File: src/rtl/pc_unit.sv
// Fetch-stage program counter: next-PC selection across trap, stall, call/return,
// jump and branch sources, with a circular return-address stack.
module pc_unit #(
    parameter int unsigned           XLEN      = 32,
    parameter logic [XLEN-1:0]       RESET_VEC = '0,
    parameter logic [XLEN-1:0]       INC       = XLEN'(1),
    parameter int unsigned           RAS_DEPTH = 4
) (
    input  logic                           clk,
    input  logic                           reset,
    input  logic                           stall,
    input  logic                           branch,
    input  logic                           zero,
    input  logic [XLEN-1:0]                br_offset,
    input  logic                           jump,
    input  logic                           call,
    input  logic                           ret,
    input  logic [XLEN-1:0]                jmp_target,
    input  logic                           trap,
    input  logic [XLEN-1:0]                trap_vec,
    output logic [XLEN-1:0]                pc,
    output logic [XLEN-1:0]                pc_inc,
    output logic [XLEN-1:0]                epc,
    output logic [$clog2(RAS_DEPTH):0]     ras_count,
    output logic                           ras_ovf,
    output logic                           ras_unf
);

    localparam int unsigned PW = $clog2(RAS_DEPTH);
    localparam int unsigned CW = PW + 1;

    logic [XLEN-1:0] pc_q, pc_d;
    logic [XLEN-1:0] epc_q, epc_d;
    logic [PW-1:0]   wp_q, wp_d;
    logic [CW-1:0]   cnt_q, cnt_d;
    logic            ovf_q, ovf_d;
    logic            unf_q, unf_d;
    logic [XLEN-1:0] ras_q [RAS_DEPTH];
    logic [XLEN-1:0] ras_d [RAS_DEPTH];
    logic [PW-1:0]   top_idx;
    logic            ras_empty;
    logic            ras_full;

    assign pc_inc    = pc_q + INC;
    assign top_idx   = wp_q - PW'(1);
    assign ras_empty = (cnt_q == CW'(0));
    assign ras_full  = (cnt_q == CW'(RAS_DEPTH));

    // Next-PC and RAS update; wp_q is the next free slot, so the top lives at wp_q-1.
    always_comb begin
        pc_d  = pc_q;
        epc_d = epc_q;
        ras_d = ras_q;
        wp_d  = wp_q;
        cnt_d = cnt_q;
        ovf_d = 1'b0;
        unf_d = 1'b0;
        if (trap) begin
            pc_d  = trap_vec;
            epc_d = pc_q;
        end else if (!stall) begin
            if (call && ret && !ras_empty) begin
                pc_d           = jmp_target;
                ras_d[top_idx] = pc_inc;
            end else if (ret && !call) begin
                if (ras_empty) begin
                    pc_d  = pc_inc;
                    unf_d = 1'b1;
                end else begin
                    pc_d  = ras_q[top_idx];
                    wp_d  = top_idx;
                    cnt_d = cnt_q - CW'(1);
                end
            end else if (call) begin
                // Full stack: pointer wraps onto the oldest entry, count saturates.
                pc_d        = jmp_target;
                ras_d[wp_q] = pc_inc;
                wp_d        = wp_q + PW'(1);
                if (ras_full) begin
                    ovf_d = 1'b1;
                end else begin
                    cnt_d = cnt_q + CW'(1);
                end
            end else if (jump) begin
                pc_d = jmp_target;
            end else if (branch && zero) begin
                pc_d = pc_q + br_offset;
            end else begin
                pc_d = pc_inc;
            end
        end
    end

    always_ff @(posedge clk or negedge reset) begin
        if (!reset) begin
            pc_q  <= RESET_VEC;
            epc_q <= '0;
            wp_q  <= '0;
            cnt_q <= '0;
            ovf_q <= 1'b0;
            unf_q <= 1'b0;
        end else begin
            pc_q  <= pc_d;
            epc_q <= epc_d;
            wp_q  <= wp_d;
            cnt_q <= cnt_d;
            ovf_q <= ovf_d;
            unf_q <= unf_d;
        end
    end

    // Stack storage needs no reset: entries are only read when counted valid.
    always_ff @(posedge clk) begin
        ras_q <= ras_d;
    end

    assign pc        = pc_q;
    assign epc       = epc_q;
    assign ras_count = cnt_q;
    assign ras_ovf   = ovf_q;
    assign ras_unf   = unf_q;

endmodule

File: config.mk
export PLATFORM = sky130hd
export DESIGN_NAME = pc_unit
export DESIGN_NICKNAME = d
export VERILOG_FILES = /design/src/rtl/pc_unit.sv
export SDC_FILE = /design/constraint.sdc
export NUM_CORES = 1
export LEC_CHECK = 0
export ABC_AREA = 0
export CORE_MARGIN = 8
export CORE_UTILIZATION = 49
export DETAILED_ROUTE_END_ITERATION = 6
export PLACE_DENSITY = 0.87
export SLEW_MARGIN = 25
export SYNTH_ARGS = -nofsm -noshare
export SYNTH_HDL_FRONTEND = slang
export SYNTH_SLANG_ARGS = --single-unit
File: constraint.sdc
create_clock -name clk -period 3.3 [get_ports clk]
set_input_delay 0.66 -clock clk [delete_from_list [all_inputs] [get_ports clk]]
set_output_delay 0.66 -clock clk [all_outputs]
set_load 0.01 [all_outputs]
Yosys cells after proc, flatten, opt, wreduce, memory -nomap -nowiden
Index checks and enable logic that the tools add are counted.
{"block": "classes", "addsub": 6, "mux": 38, "n_eq_ne": 5, "n_reduce_logical": 14, "magnitude_cmp": 4, "bitwise_logic": 5}
{"cell": "two-way mux 128 bit", "count": 3}
{"cell": "two-way mux 32 bit", "count": 12}
{"cell": "bitwise mux 128 bit", "count": 2}
{"cell": "demux 32 bit (select 2 bit)", "count": 2}
{"cell": "binary-select mux 32 bit (select 2 bit)", "count": 1}
{"cell": "adder 32 x 1 -> 32 bit (second input constant)", "count": 1}
{"cell": "adder 32 bit", "count": 1}
{"cell": "two-way mux 3 bit", "count": 4}
{"cell": "two-way mux 1 bit", "count": 11}
{"cell": ">= comparator 3 bit (second input constant)", "count": 2}
{"cell": "logical AND 1 bit", "count": 6}
{"cell": "< comparator 3 x 1 -> 1 bit (second input constant)", "count": 2}
{"cell": "two-way mux 2 bit", "count": 3}
{"cell": "NOT 2 -> 3 bit", "count": 2}
{"cell": "AND reduction 6 bit", "count": 1}
{"cell": "AND reduction 5 bit", "count": 1}
{"cell": "inequality test 2 x 1 -> 1 bit (second input constant)", "count": 2}
{"cell": "inequality test 2 bit (second input constant)", "count": 2}
{"cell": "AND reduction 4 bit", "count": 1}
{"cell": "nonzero test 2 bit", "count": 2}
{"cell": "adder 3 x 1 -> 3 bit (second input constant)", "count": 1}
{"cell": "== test 3 bit (second input constant)", "count": 1}
{"cell": "logical NOT 3 bit", "count": 1}
{"cell": "NOT 1 bit", "count": 3}
{"cell": "other kinds (4)", "count": 5}
{"block": "totals", "regBits": 199, "inputBits": 105, "out_inout_bits": 101, "wordCells": 82}

Depth between registers and ports, before layout
{"block": "depth", "depth_word": 10, "depth_mapped": 13, "mapped_depth_nobuf": 10}

Worst setup path before layout
No wires, ideal clock.
{"block": "synth_timing", "kind": "reg2reg", "startpoint": "register cnt_q[1] (netlist: ras_count[1])", "endpoint": "register ras_q[32] (netlist name), enable pin", "path_buffers": 3, "synth_period_minus_slack_ps": 3439, "arrival_ps": 3018, "path_slack_ps": -139, "stages_incl_launch_ff": 8, "required_time_ps": 2879, "setup_ps": 421, "path_cell_list": "dfrtp_1 or3_1 clkbuf_1 nand3_1 buf_2 mux2i_1 buf_2 nor2_1"}
{"block": "synth_via", "elab_chain_len": 5, "elab_cells_between_ends": 6, "classes_between": "eq/ne (1); reduce/logical (5)"}
{"element": "start, declared", "line_no": "35", "text": "logic [CW-1:0] cnt_q, cnt_d;"}
{"element": "start signal, assigned", "line_no": "106", "text": "cnt_q <= cnt_d;"}
{"element": "logical NOT 3 bit (*)", "line_no": "46", "text": "assign ras_empty = (cnt_q == CW'(0));"}
{"element": "logical NOT 1 bit (*)", "line_no": "62", "text": "if (call && ret && !ras_empty) begin"}
{"element": "logical AND 1 bit (*)", "line_no": "62"}
{"element": "inequality test 2 bit (no source line) / nonzero test 2 bit (equally long branches)"}
{"element": "AND reduction 4 bit (no source line) (*)"}
{"element": "end signal, assigned", "line_no": "114", "text": "ras_q <= ras_d;"}
{"element": "end, declared", "line_no": "38", "text": "logic [XLEN-1:0] ras_q [RAS_DEPTH];"}
Mark *: on every way between the ends. The rest lies on a longest branch, timed or not.
A chain may end at the register's enable or synchronous reset.

Worst setup path after layout
{"block": "layout_timing", "startpoint": "register pc_q[0] (netlist: pc[0])", "endpoint": "output pc_inc[22]"}
{"block": "layout_via", "elab_chain_len": 1}
{"element": "start, declared", "line_no": "32", "text": "logic [XLEN-1:0] pc_q, pc_d;"}
{"element": "start signal, assigned", "line_no": "103", "text": "pc_q <= pc_d;"}
{"element": "adder 32 x 1 -> 32 bit", "line_no": "44", "text": "assign pc_inc = pc_q + INC;"}
{"element": "end, declared", "line_no": "22", "text": "output logic [XLEN-1:0] pc_inc,"}
Every way passes these cells.

==> impl_metrics.yaml <==
setup_path:
  critPathKind: "register to primary output"
  path_cells: "ha_4 > nand3_4 > nor3_4 > and2_4 > buf_4 > nand3_1 > xor2_1 > inv_1 > dlygate4sd2_1"
  path_buf_inv: 3
  cp_top_family: "simple AND/OR/NAND/NOR gates"
  reg2regPathDepth: 13
  crit_fanout: 6
  cp_data_arrival_time_ns: 2.58
  required_ns: 2.64
  crit_slowest_cell: "dfrtp_2"
  cp.depth: 9
  crit_path_start_kind: "register"
  critical_path.max_stage_delay_ns: 0.44
  cp-end-kind: "primary output"
synth:
  synthMuxAreaShare_pct: 10.1
  synth_top_family_by_area: "compound AO/OA/AOI/OAI gates"
  yosys.area.top_type: "edfxtp_1"
  yosys_warnings: 0
  synthFlopType: "edfxtp_1"
  synth-xor-area-share_pct: 4.28
  synth.distinct_cells: 75
  yosysMostFrequentCell: "nor2_1"
  syn_nets: 1366
  synth_area_mm2: 0.0122
  yosys.area.top_type_share_pct: 31.6
  syn_area_per_cell_um2: 9.96
  synth_seq_cells: 199
  synth_compound_area_share_pct: 15.8
  synth_commonest_cells: "206 x nor2_1, 128 x edfxtp_1, 121 x nand2_1"
  synth_edf_count: 128
  synthTopCellsByArea: "edfxtp_1 32%, dfrtp_1 15%, nor2_1 6.4%"
  ys_async_sr_fraction_pct: 35.7
  ys_seq_area_share_pct: 46.2
  netlist_instances: 1222
  synth-simple-area-share_pct: 15.5
  synthAdderAreaFrac_pct: 4.13
sta:
  finalCritPeriodShare_pct: 98.2
  slew_violations: 0
  worst_slew_pin_slew_ns: 0.762
  relSlewSlack_pct: 49.2
  period_minus_slack_ns: 3.24
  rsz0062_at_grt: "no"
  holdWs_ns: 0.233
  hold_viol: 0
  fin_skew_ns: 0.0156
  max_freq_ghz: 0.309
  setup_viol: 0
floorplan:
  fp.dieW_um: 174
  die_h_um: 174
  coreArea_mm2: 0.0244
  start_util_pct: 49.9
  num_rows: 57
  die_area_mm2: 0.0301
  io_pins: 206
grt:
  grt_max_degree: 72
  first_global_vias: 11489
  grt_antenna_before_repair: 0
  grt_overflow: 0
  grt_pass1_wl_um: 68800
  grt_usage_pct: 29.3
finish:
  layout.nets: 1658
  drive_gt1_share_pct: 19.4
  multi_input_area_mm2: 0.00624
  instances_no_fill: 1851
  regArea_mm2: 0.00563
  area_growth_pct: 33.0
  diodes: 0
  fin_area_mm2: 0.0162
  fillers: 1916
drt:
  dr.pass1.iters: 6
  ant_nets: 0
  drtIter0Drc: 1733
  drc: 0
  drt-total-wl_um: 45000
  route.vias.total: 11513
  avgViaCountPerCell: 6.22
  wire_per_inst_um: 24.3
clock_tree:
  cts_max_path_buffers: 2
  cts-root-buf: "clkbuf_16"
  cts_tree: "built"
  htreeDepth: 4
  cts_sinks: 199
  clk_pin_slew_ns: 0.08
  cts_made_buffers: 17
  insertion_delay_ns: 0.45
placed_design:
  placed_area_mm2: 0.0153
  hpwlAfterDp_um: 32900
  dpl.cell_count: 1802
  port_buffers: 205
  routabilityCongestion: 0.993
worst_hold_path:
  min_path_type: "primary input to async pin"
power_and_ir_drop:
  p_per_area_mw_per_mm2: 612
  leakagePower_uw: 0.00646
  ir_worst_vdd_mv: 0.414
status:
  status: "complete, no violations"
run:
  cap_viol_max_count: 0
## final cells by class
cell class / count / area share (%)
Clock inverter: 15 / 1.08
Multi-Input combinational cell: 903 / 38.5
Tap cell: 324 / 2.50
Clock buffer: 17 / 2.63
Inverter: 47 / 1.09
Timing Repair Buffer: 346 / 19.4
Sequential cell: 199 / 34.8
## per-layer routing
metal	vias up	part of all wire, %	global-route usage [%]
met1	5582	40	38.8
met3	115	10	6.19
met4	0	3.4	10.1
met5	-	0	0
li1	5039	-	-
met2	777	47	47.2
## power by group
| group | switching (uW) | internal, uW |
|---|---|---|
| clock | 1090 | 1090 |
| combinational | 2540 | 1990 |
| sequential | 202 | 3000 |
| total | 3830 | 6080 |
## cells by family after synthesis
logic type,after synthesis
buf+inv,120
compound gates,299
simple gates,431
flops,199
mux,78
xor+xnor,56
fa+ha+maj,39
## sequential cells by signal (all words and copies together), names as in the netlist
name / cells
ras_q: 128
ras_ovf: 1
wp_q: 2
pc: 32
ras_unf: 1
ras_count: 3
epc: 32
## metrics by stage
step	setup TNS (ns)	power, uW	utilization (%)	setup slack (ns)
2_1_floorplan	0	5740	-	0.101
3_3_place_gp	-0.377	7500	62.7	-0.178
3_5_place_dp	-0.540	7620	62.7	-0.219
4_1_cts	-0.00381	9830	66.0	-0.00261
5_1_grt	0	10300	66.4	0.00723
6_report	0	9910	66.4	0.0600
## worst paths after layout
kind,endpoint,slack (ns),start
worst min-delay path,ras_unf,0.23,reset
max in group asynchronous,pc[1],2.48,reset
worst max-delay path,pc_inc[22],0.06,pc[0]
worst max register to register,pc[26],0.10,pc[0]
min in group clk,epc[16],0.51,epc[16]
worst min register to register,epc[16],0.51,epc[16]
## timing repair
item	in CTS	in global routing
pin swaps	4	7
cloned	0	0
gates resized for setup	27	15
setup buffers	11	6
endpoints found under the setup margin	22	17
hold buffers	0	0
## layout by cell type (no fill, tap or decap), types with 7 or more instances in the layout
master	netlist	routed
o211ai_1	16	16
o22ai_1	8	8
and3_1	13	12
dlygate4sd2_1	0	8
a211oi_1	13	13
xnor2_1	29	28
nand4_1	15	15
clkdlybuf4s50_1	0	188
a21oi_1	82	82
ha_1	37	36
clkbuf_16	0	17
nand2_1	121	120
nor3_1	13	13
mux2i_1	11	7
xor2_1	23	15
buf_4	3	138
edfxtp_1	128	128
mux2_2	35	35
inv_1	46	46
nand3_1	24	22
dfrtp_1	71	66
a221oi_1	7	7
o221ai_1	8	8
o21ai_0	70	70
a31oi_1	18	18
a21o_1	20	20
xor2_2	4	10
nor2_1	206	202
mux4_2	32	32
Note: power is estimated with default switching activity, not from simulation.
